<file path="src/rtl/uart_rx.sv">
// UART receiver: 8 data bits, LSB first, one stop bit, oversampled by CLKS_PER_BIT.
// Define UART_RX_PARITY_EN to add a parity bit (sense set by PARITY_ODD) and parity_error.
module uart_rx #(
  parameter int unsigned CLKS_PER_BIT = 868,
  parameter int unsigned PARITY_ODD   = 0
) (
  input  logic       clk,
  input  logic       rst,
  input  logic       rx,
  input  logic       rx_enable,
  output logic [7:0] rx_data,
  output logic       rx_valid,
  output logic       frame_error,
  output logic       parity_error
);

  if (CLKS_PER_BIT < 4 || CLKS_PER_BIT > 65535) begin : g_bad_clks
    $error("CLKS_PER_BIT out of range");
  end
  if (PARITY_ODD > 1) begin : g_bad_parity
    $error("PARITY_ODD must be 0 or 1");
  end

  localparam logic [15:0] BitEnd  = 16'(CLKS_PER_BIT - 1);
  localparam logic [15:0] HalfBit = 16'((CLKS_PER_BIT - 1) / 2);

`ifdef UART_RX_PARITY_EN
  typedef enum logic [2:0] {StIdle, StStart, StData, StParity, StStop, StBreak} state_e;
  localparam logic ParOdd = (PARITY_ODD != 0);
`else
  typedef enum logic [2:0] {StIdle, StStart, StData, StStop, StBreak} state_e;
`endif

  state_e      state_q, state_d;
  logic        rx_meta_q, rx_s;
  logic [15:0] cnt_q, cnt_d;
  logic [2:0]  bit_cnt_q, bit_cnt_d;
  logic [7:0]  shift_q, shift_d;
  logic [7:0]  data_q, data_d;
  logic        valid_q, valid_d;
  logic        fe_q, fe_d;
`ifdef UART_RX_PARITY_EN
  logic        par_err_q, par_err_d;
  logic        pe_q, pe_d;
`endif

  // Synchronizer resets to the idle line level so reset release never looks like a start bit.
  always_ff @(posedge clk or posedge rst) begin
    if (rst) begin
      rx_meta_q <= 1'b1;
      rx_s      <= 1'b1;
    end else begin
      rx_meta_q <= rx;
      rx_s      <= rx_meta_q;
    end
  end

  always_comb begin
    state_d   = state_q;
    cnt_d     = cnt_q + 16'd1;
    bit_cnt_d = bit_cnt_q;
    shift_d   = shift_q;
    data_d    = data_q;
    valid_d   = 1'b0;
    fe_d      = 1'b0;
`ifdef UART_RX_PARITY_EN
    par_err_d = par_err_q;
    pe_d      = 1'b0;
`endif
    unique case (state_q)
      StIdle: begin
        cnt_d = '0;
        if (!rx_s && rx_enable) begin
          state_d   = StStart;
          bit_cnt_d = '0;
`ifdef UART_RX_PARITY_EN
          par_err_d = 1'b0;
`endif
        end
      end
      StStart: begin
        if (cnt_q == HalfBit) begin
          cnt_d   = '0;
          state_d = rx_s ? StIdle : StData;
        end
      end
      StData: begin
        if (cnt_q == BitEnd) begin
          cnt_d     = '0;
          shift_d   = {rx_s, shift_q[7:1]};
          bit_cnt_d = bit_cnt_q + 3'd1;
          if (bit_cnt_q == 3'd7) begin
`ifdef UART_RX_PARITY_EN
            state_d = StParity;
`else
            state_d = StStop;
`endif
          end
        end
      end
`ifdef UART_RX_PARITY_EN
      StParity: begin
        if (cnt_q == BitEnd) begin
          cnt_d     = '0;
          par_err_d = rx_s ^ (^shift_q) ^ ParOdd;
          state_d   = StStop;
        end
      end
`endif
      StStop: begin
        if (cnt_q == BitEnd) begin
          cnt_d = '0;
          if (!rx_s) begin
            fe_d    = 1'b1;
            state_d = StBreak;
`ifdef UART_RX_PARITY_EN
          end else if (par_err_q) begin
            pe_d    = 1'b1;
            state_d = StIdle;
`endif
          end else begin
            data_d  = shift_q;
            valid_d = 1'b1;
            state_d = StIdle;
          end
        end
      end
      StBreak: begin
        cnt_d = '0;
        if (rx_s) state_d = StIdle;
      end
      default: state_d = StIdle;
    endcase
  end

  always_ff @(posedge clk or posedge rst) begin
    if (rst) begin
      state_q   <= StIdle;
      cnt_q     <= '0;
      bit_cnt_q <= '0;
      shift_q   <= '0;
      data_q    <= '0;
      valid_q   <= 1'b0;
      fe_q      <= 1'b0;
`ifdef UART_RX_PARITY_EN
      par_err_q <= 1'b0;
      pe_q      <= 1'b0;
`endif
    end else begin
      state_q   <= state_d;
      cnt_q     <= cnt_d;
      bit_cnt_q <= bit_cnt_d;
      shift_q   <= shift_d;
      data_q    <= data_d;
      valid_q   <= valid_d;
      fe_q      <= fe_d;
`ifdef UART_RX_PARITY_EN
      par_err_q <= par_err_d;
      pe_q      <= pe_d;
`endif
    end
  end

  assign rx_data     = data_q;
  assign rx_valid    = valid_q;
  assign frame_error = fe_q;
`ifdef UART_RX_PARITY_EN
  assign parity_error = pe_q;
`else
  assign parity_error = 1'b0;
`endif

endmodule

</file>
<file path="config.mk">
export PLATFORM = sky130hd
export DESIGN_NAME = uart_rx
export DESIGN_NICKNAME = d
export VERILOG_FILES = /design/src/rtl/uart_rx.sv
export SDC_FILE = /design/constraint.sdc
export NUM_CORES = 1
export LEC_CHECK = 0
export CORE_MARGIN = 2
export CORE_UTILIZATION = 50
export CTS_BUF_LIST = sky130_fd_sc_hd__clkbuf_8
export CTS_CLUSTER_SIZE = 14
export DETAILED_ROUTE_END_ITERATION = 16
export PLACE_DENSITY_LB_ADDON = 0.12
export SLEW_MARGIN = 20
export SYNTH_ARGS = -nofsm -noshare
export SYNTH_HDL_FRONTEND = slang
export SYNTH_SLANG_ARGS = --single-unit
</file>
<file path="constraint.sdc">
create_clock -name clk -period 2.5 [get_ports clk]
set_input_delay 0.5 -clock clk [delete_from_list [all_inputs] [get_ports clk]]
set_output_delay 0.5 -clock clk [all_outputs]
set_load 0.05 [all_outputs]
</file>
Yosys cells after proc, flatten, opt, wreduce, memory -nomap -nowiden
Cells that the tools add are included.
Cells by class
  $add $sub $neg: 2
  equality and inequality tests: 13
  muxes and demuxes: 21
  reductions and logical operators: 10
Operators by type and width (number)
  case mux 16 bit (3 select lines): 1
  2-to-1 mux 16 bit: 2
  2-to-1 mux 3 bit: 9
  adder 16 x 1 -> 16 bit (second input constant): 1
  == test 16 x 10 -> 1 bit (second input constant): 1
  == test 16 x 9 -> 1 bit (second input constant): 1
  case mux 3 bit (5 select lines): 1
  inequality test 2 bit (second input constant): 6
  == test 3 x 2 -> 1 bit (second input constant): 2
  == test 3 bit (second input constant): 2
  2-to-1 mux 1 bit: 6
  case mux 3 bit (2 select lines): 1
  AND reduction 3 bit: 2
  AND reduction 6 bit: 1
  OR reduction 2 bit: 2
  adder 3 x 1 -> 3 bit (second input constant): 1
  == test 3 x 1 -> 1 bit (second input constant): 1
  logical NOT 3 bit: 1
  2-to-1 mux 2 bit: 1
  AND reduction 2 bit: 1
  nonzero test 2 bit: 1
  logical AND 1 bit: 1
  logical NOT 1 bit: 1
Storage, ports and cells
  bits in registers: 42
  word-level logic and storage cells: 55

Longest topological paths before layout
  depth in word-level cells: 4
  gate-level depth with buffers: 7
  mapped depth without buffers: 6

Worst setup path before layout
OpenSTA, ideal clock, no wires.
  path type: reg2reg
  from: reg cnt_q[2]
  to: reg shift_q[0]
  setup time: 125 ps
  arrival time: 1977 ps
  required time: 2375 ps
  slack: 398 ps
  cell stages (with the launch flop): 6
  period minus slack after synthesis: 2102 ps
  cell sequence: dfrtp_1 or4_4 nor4_4 nand3_2 buf_6 mux2_4
Between the ends
  cells in the longest elaborated chain, start to end: 2
RTL lines
  start: declaration: RTL line 36  | logic [15:0] cnt_q, cnt_d;
  start signal: assignment: RTL line 151  | cnt_q <= cnt_d;
  == test 16 x 10 -> 1 bit: RTL line 88  | if (cnt_q == BitEnd) begin
  AND reduction 2 bit (no source line)
  end signal: assignment: RTL line 153  | shift_q <= shift_d;
  end: declaration: RTL line 38  | logic [7:0] shift_q, shift_d;
No other way between the ends.
A chain may end at the register's enable or synchronous reset.

Final worst setup path
  from: reg cnt_q[2]
  to: reg data_q[4], in the netlist rx_data[4]
Between the ends
  cells in the longest elaborated chain, start to end: 2
RTL lines
  == test 16 x 10 -> 1 bit: RTL line 111  | if (cnt_q == BitEnd) begin
  AND reduction 3 bit (no source line)
  end signal: assignment: RTL line 154  | data_q <= data_d;
  end: declaration: RTL line 39  | logic [7:0] data_q, data_d;
No other way between the ends.

==> impl_metrics.json <==
{
  "nNetsFinal": 200,
  "grt.total_usage_pct": 18.0,
  "grt_pass1_wl_mm": 6.09,
  "antennaDiodeCount": 0,
  "initial_core_util_pct": 51.0,
  "port_buffers": 13,
  "min_path_type": "flop to flop",
  "slew_viol_final": 0,
  "critPathArrivalTime_ns": 2.40,
  "finClkSkew_ns": 0.0108,
  "numCtsBuffers": 5,
  "slowest_stage": "or4_4",
  "tightest_slew_ns": 0.502,
  "grt_max_degree": 43,
  "fmax_mhz": 451,
  "die-width_microns": 67.4,
  "drc_errors": 0,
  "hold_end": "rx_s",
  "ir_worst_vdd_uv": 272,
  "synthDistinctLibCells": 40,
  "place_congestion": 0.791,
  "num_rows": 23,
  "clk_pin_slew_ns": 0.08,
  "hold_buffers": 0,
  "ant_nets": 0,
  "synth_warnings": 0,
  "register_area_sq_mm": 0.00105,
  "cp.required_ns": 2.68,
  "worstPathMaxFanout": 8,
  "synth-main-ff-cell": "dfrtp_1",
  "die_area_sq_mm": 0.00455,
  "startpoint_type": "flop",
  "viasPerCell": 5.49,
  "r2r-start": "cnt_q[2]",
  "rsz0062_at_grt": "false",
  "period_needed_ns": 2.22,
  "power.leakage_nw": 1.06,
  "final_layout_size_suffix_gt1_share_pct": 15.5,
  "drv_cap": 0,
  "multi_input_area_sq_um": 890,
  "met3_usage_pct": 4.50,
  "min_from": "rx_meta_q",
  "holdPathStages": 0,
  "first_pass_iters": 4,
  "cts_setup_buffers": 0,
  "synthesis.nets": 182,
  "grt.busiest_layer": "met2",
  "syn_to_final_growth_pct": 13.8,
  "async_flop_share_pct": 100,
  "wl_mm": 3.39,
  "placed_cells": 235,
  "r2r_setup_slack_ns": 0.28,
  "power_per_cell_area_mw_per_mm2": 504,
  "num_vias": 1335,
  "synthCells": 174,
  "end_kind": "flop",
  "relSlewSlack_pct": 66.4,
  "chipHeight_microns": 67.4,
  "cts_sinks": 42,
  "status": "completed",
  "gr-total-overflow": 0,
  "dp_hpwl_mm": 2.42,
  "drt_iter0_markers": 78,
  "stdcell_count": 243,
  "grt_pass1_vias": 1364,
  "synth.avg_cell_area_sq_um": 11.6,
  "ys_ff_latch": 42,
  "crit_chain": "or4_4 > nor4_4 > buf_4 > nand4_4 > mux2_1",
  "cts_tree": "yes",
  "synth_area_sq_mm": 0.00201,
  "clkLatencyLatePin_ns": 0.30,
  "grt_use_met1_pct": 21.0,
  "crit_type": "flop to flop",
  "hold_viol_final": 0,
  "hold_ws_ns": 0.360,
  "min_period_over_period_pct": 88.7,
  "core_area_sq_mm": 0.00394,
  "io_pins": 15,
  "root_buffer": "clkbuf_8",
  "synth.yosys.seq_area_share_pct": 52.4,
  "reg2reg_depth": 5,
  "detail_route.wl_per_cell_microns": 13.9,
  "synth_edf_count": 0,
  "post_cts_resized": 0,
  "cts.htree.levels": 2,
  "antenna_found_initial": 0,
  "n_fill_cell": 330,
  "tns_ns": 0,
  "crit_path_max_incr_delay_ns": 0.60,
  "reg2reg_to": "rx_data[4]",
  "clock_path_buffers": 2,
  "use_met2_pct": 32.1,
  "setup_viol": 0
}
## metrics by stage
| stage | worst slack [ns] | power (mW) | util, % | cell area [sq um] |
|---|---|---|---|---|
| 4_1_cts | 0.268 | 1.17 | 58.1 | 2290 |
| 5_1_grt | 0.174 | 1.20 | 58.1 | 2290 |
| 3_3_place_gp | 0.345 | 0.722 | 55.7 | 2200 |
| 2_1_floorplan | 0.398 | 0.714 | - | 2010 |
| 3_5_place_dp | 0.274 | 0.723 | 55.7 | 2200 |
| 6_report | 0.281 | 1.16 | 58.1 | 2290 |
## synthesized netlist by cell type (2+ instances only)
cell type / number / area share (%)
o21ai_0: 3 / 0.75
nor2_1: 25 / 4.7
a21oi_1: 2 / 0.50
dfstp_2: 2 / 2.6
inv_1: 8 / 1.5
nor4_1: 3 / 0.93
nor3_1: 6 / 1.5
buf_4: 2 / 0.75
ha_1: 4 / 2.5
nand4_1: 4 / 1.2
or4b_2: 2 / 1.0
clkbuf_1: 2 / 0.37
mux2_4: 7 / 5.2
mux2i_1: 4 / 2.0
xnor2_1: 12 / 5.2
dfrtp_1: 40 / 50
or4_4: 2 / 1.1
nand3_1: 8 / 2.0
mux2_1: 9 / 5.0
nand2_1: 9 / 1.7
## how the worst max path moves through the flow
| stage | start | to | slack, ns | cells after the start |
|---|---|---|---|---|
| 2_1_floorplan | cnt_q[2] | shift_q[0] | 0.40 | 5 |
| 3_3_place_gp | cnt_q[2] | rx_data[4] | 0.34 | 5 |
| 3_5_place_dp | cnt_q[2] | rx_data[1] | 0.27 | 5 |
| 4_1_cts | cnt_q[2] | rx_data[4] | 0.27 | 5 |
| 5_1_grt | cnt_q[2] | rx_data[1] | 0.17 | 5 |
| 6_report | cnt_q[2] | rx_data[4] | 0.28 | 5 |
## cell type report
cell class / count / share of cell area (%)
flip-flops and latches: 42 / 46.0
clock inverters: 3 / 1.09
repair buffers: 17 / 6.99
clock buffers: 5 / 3.01
multi-input cells: 118 / 38.9
inverters: 8 / 1.31
well taps: 50 / 2.73
## cells in the final DEF (no fill, tap or decap), types with 4 or more instances in the layout
| cell type | netlist | routed |
|---|---|---|
| mux2i_1 | 4 | 4 |
| dfrtp_1 | 40 | 40 |
| nand4_1 | 4 | 4 |
| nand2_1 | 9 | 9 |
| nor2_1 | 25 | 25 |
| xnor2_1 | 12 | 12 |
| clkdlybuf4s50_1 | 0 | 13 |
| buf_4 | 2 | 4 |
| ha_1 | 4 | 4 |
| clkbuf_8 | 0 | 5 |
| mux2_1 | 9 | 9 |
| nand3_1 | 8 | 8 |
| mux2_4 | 7 | 7 |
| inv_1 | 8 | 8 |
| nor3_1 | 6 | 6 |
## worst max-delay path: cells and delay by family, from the launching register on
family / cells / cell delay [ns]
simple gates: 3 / 1.09
flops: 1 / 0.45
mux: 1 / 0.39
buf+inv: 1 / 0.18
## where the power goes
group          internal [mW]  switching (mW)
logic                0.00668          0.0177
registers              0.682         0.00228
clock network          0.201           0.245
total                  0.890           0.265
## cell families after synthesis
logic type      after synthesis  share of synthesized area [%]
mux                          20                           12.3
buf+inv                      14                           3.42
simple gates                 69                           19.3
compound gates               11                           4.29
fa+ha+maj                     4                           2.49
other cells                   1                          0.186
xor+xnor                     13                           5.66
flops                        42                           52.4
## registers in the layout, summed over array words and instances (netlist names)
name,flops
bit_cnt_q,3
cnt_q,16
frame_error,1
rx_data,8
rx_meta_q,1
rx_s,1
rx_valid,1
shift_q,8
state_q,3
## layer usage
layer | up-vias | part of all wire (%)
met5 | - | 0
met2 | 27 | 53
met4 | 0 | 1.5
met3 | 7 | 3.7
li1 | 643 | -
met1 | 658 | 42
Note: power is estimated with default switching activity, not from simulation.
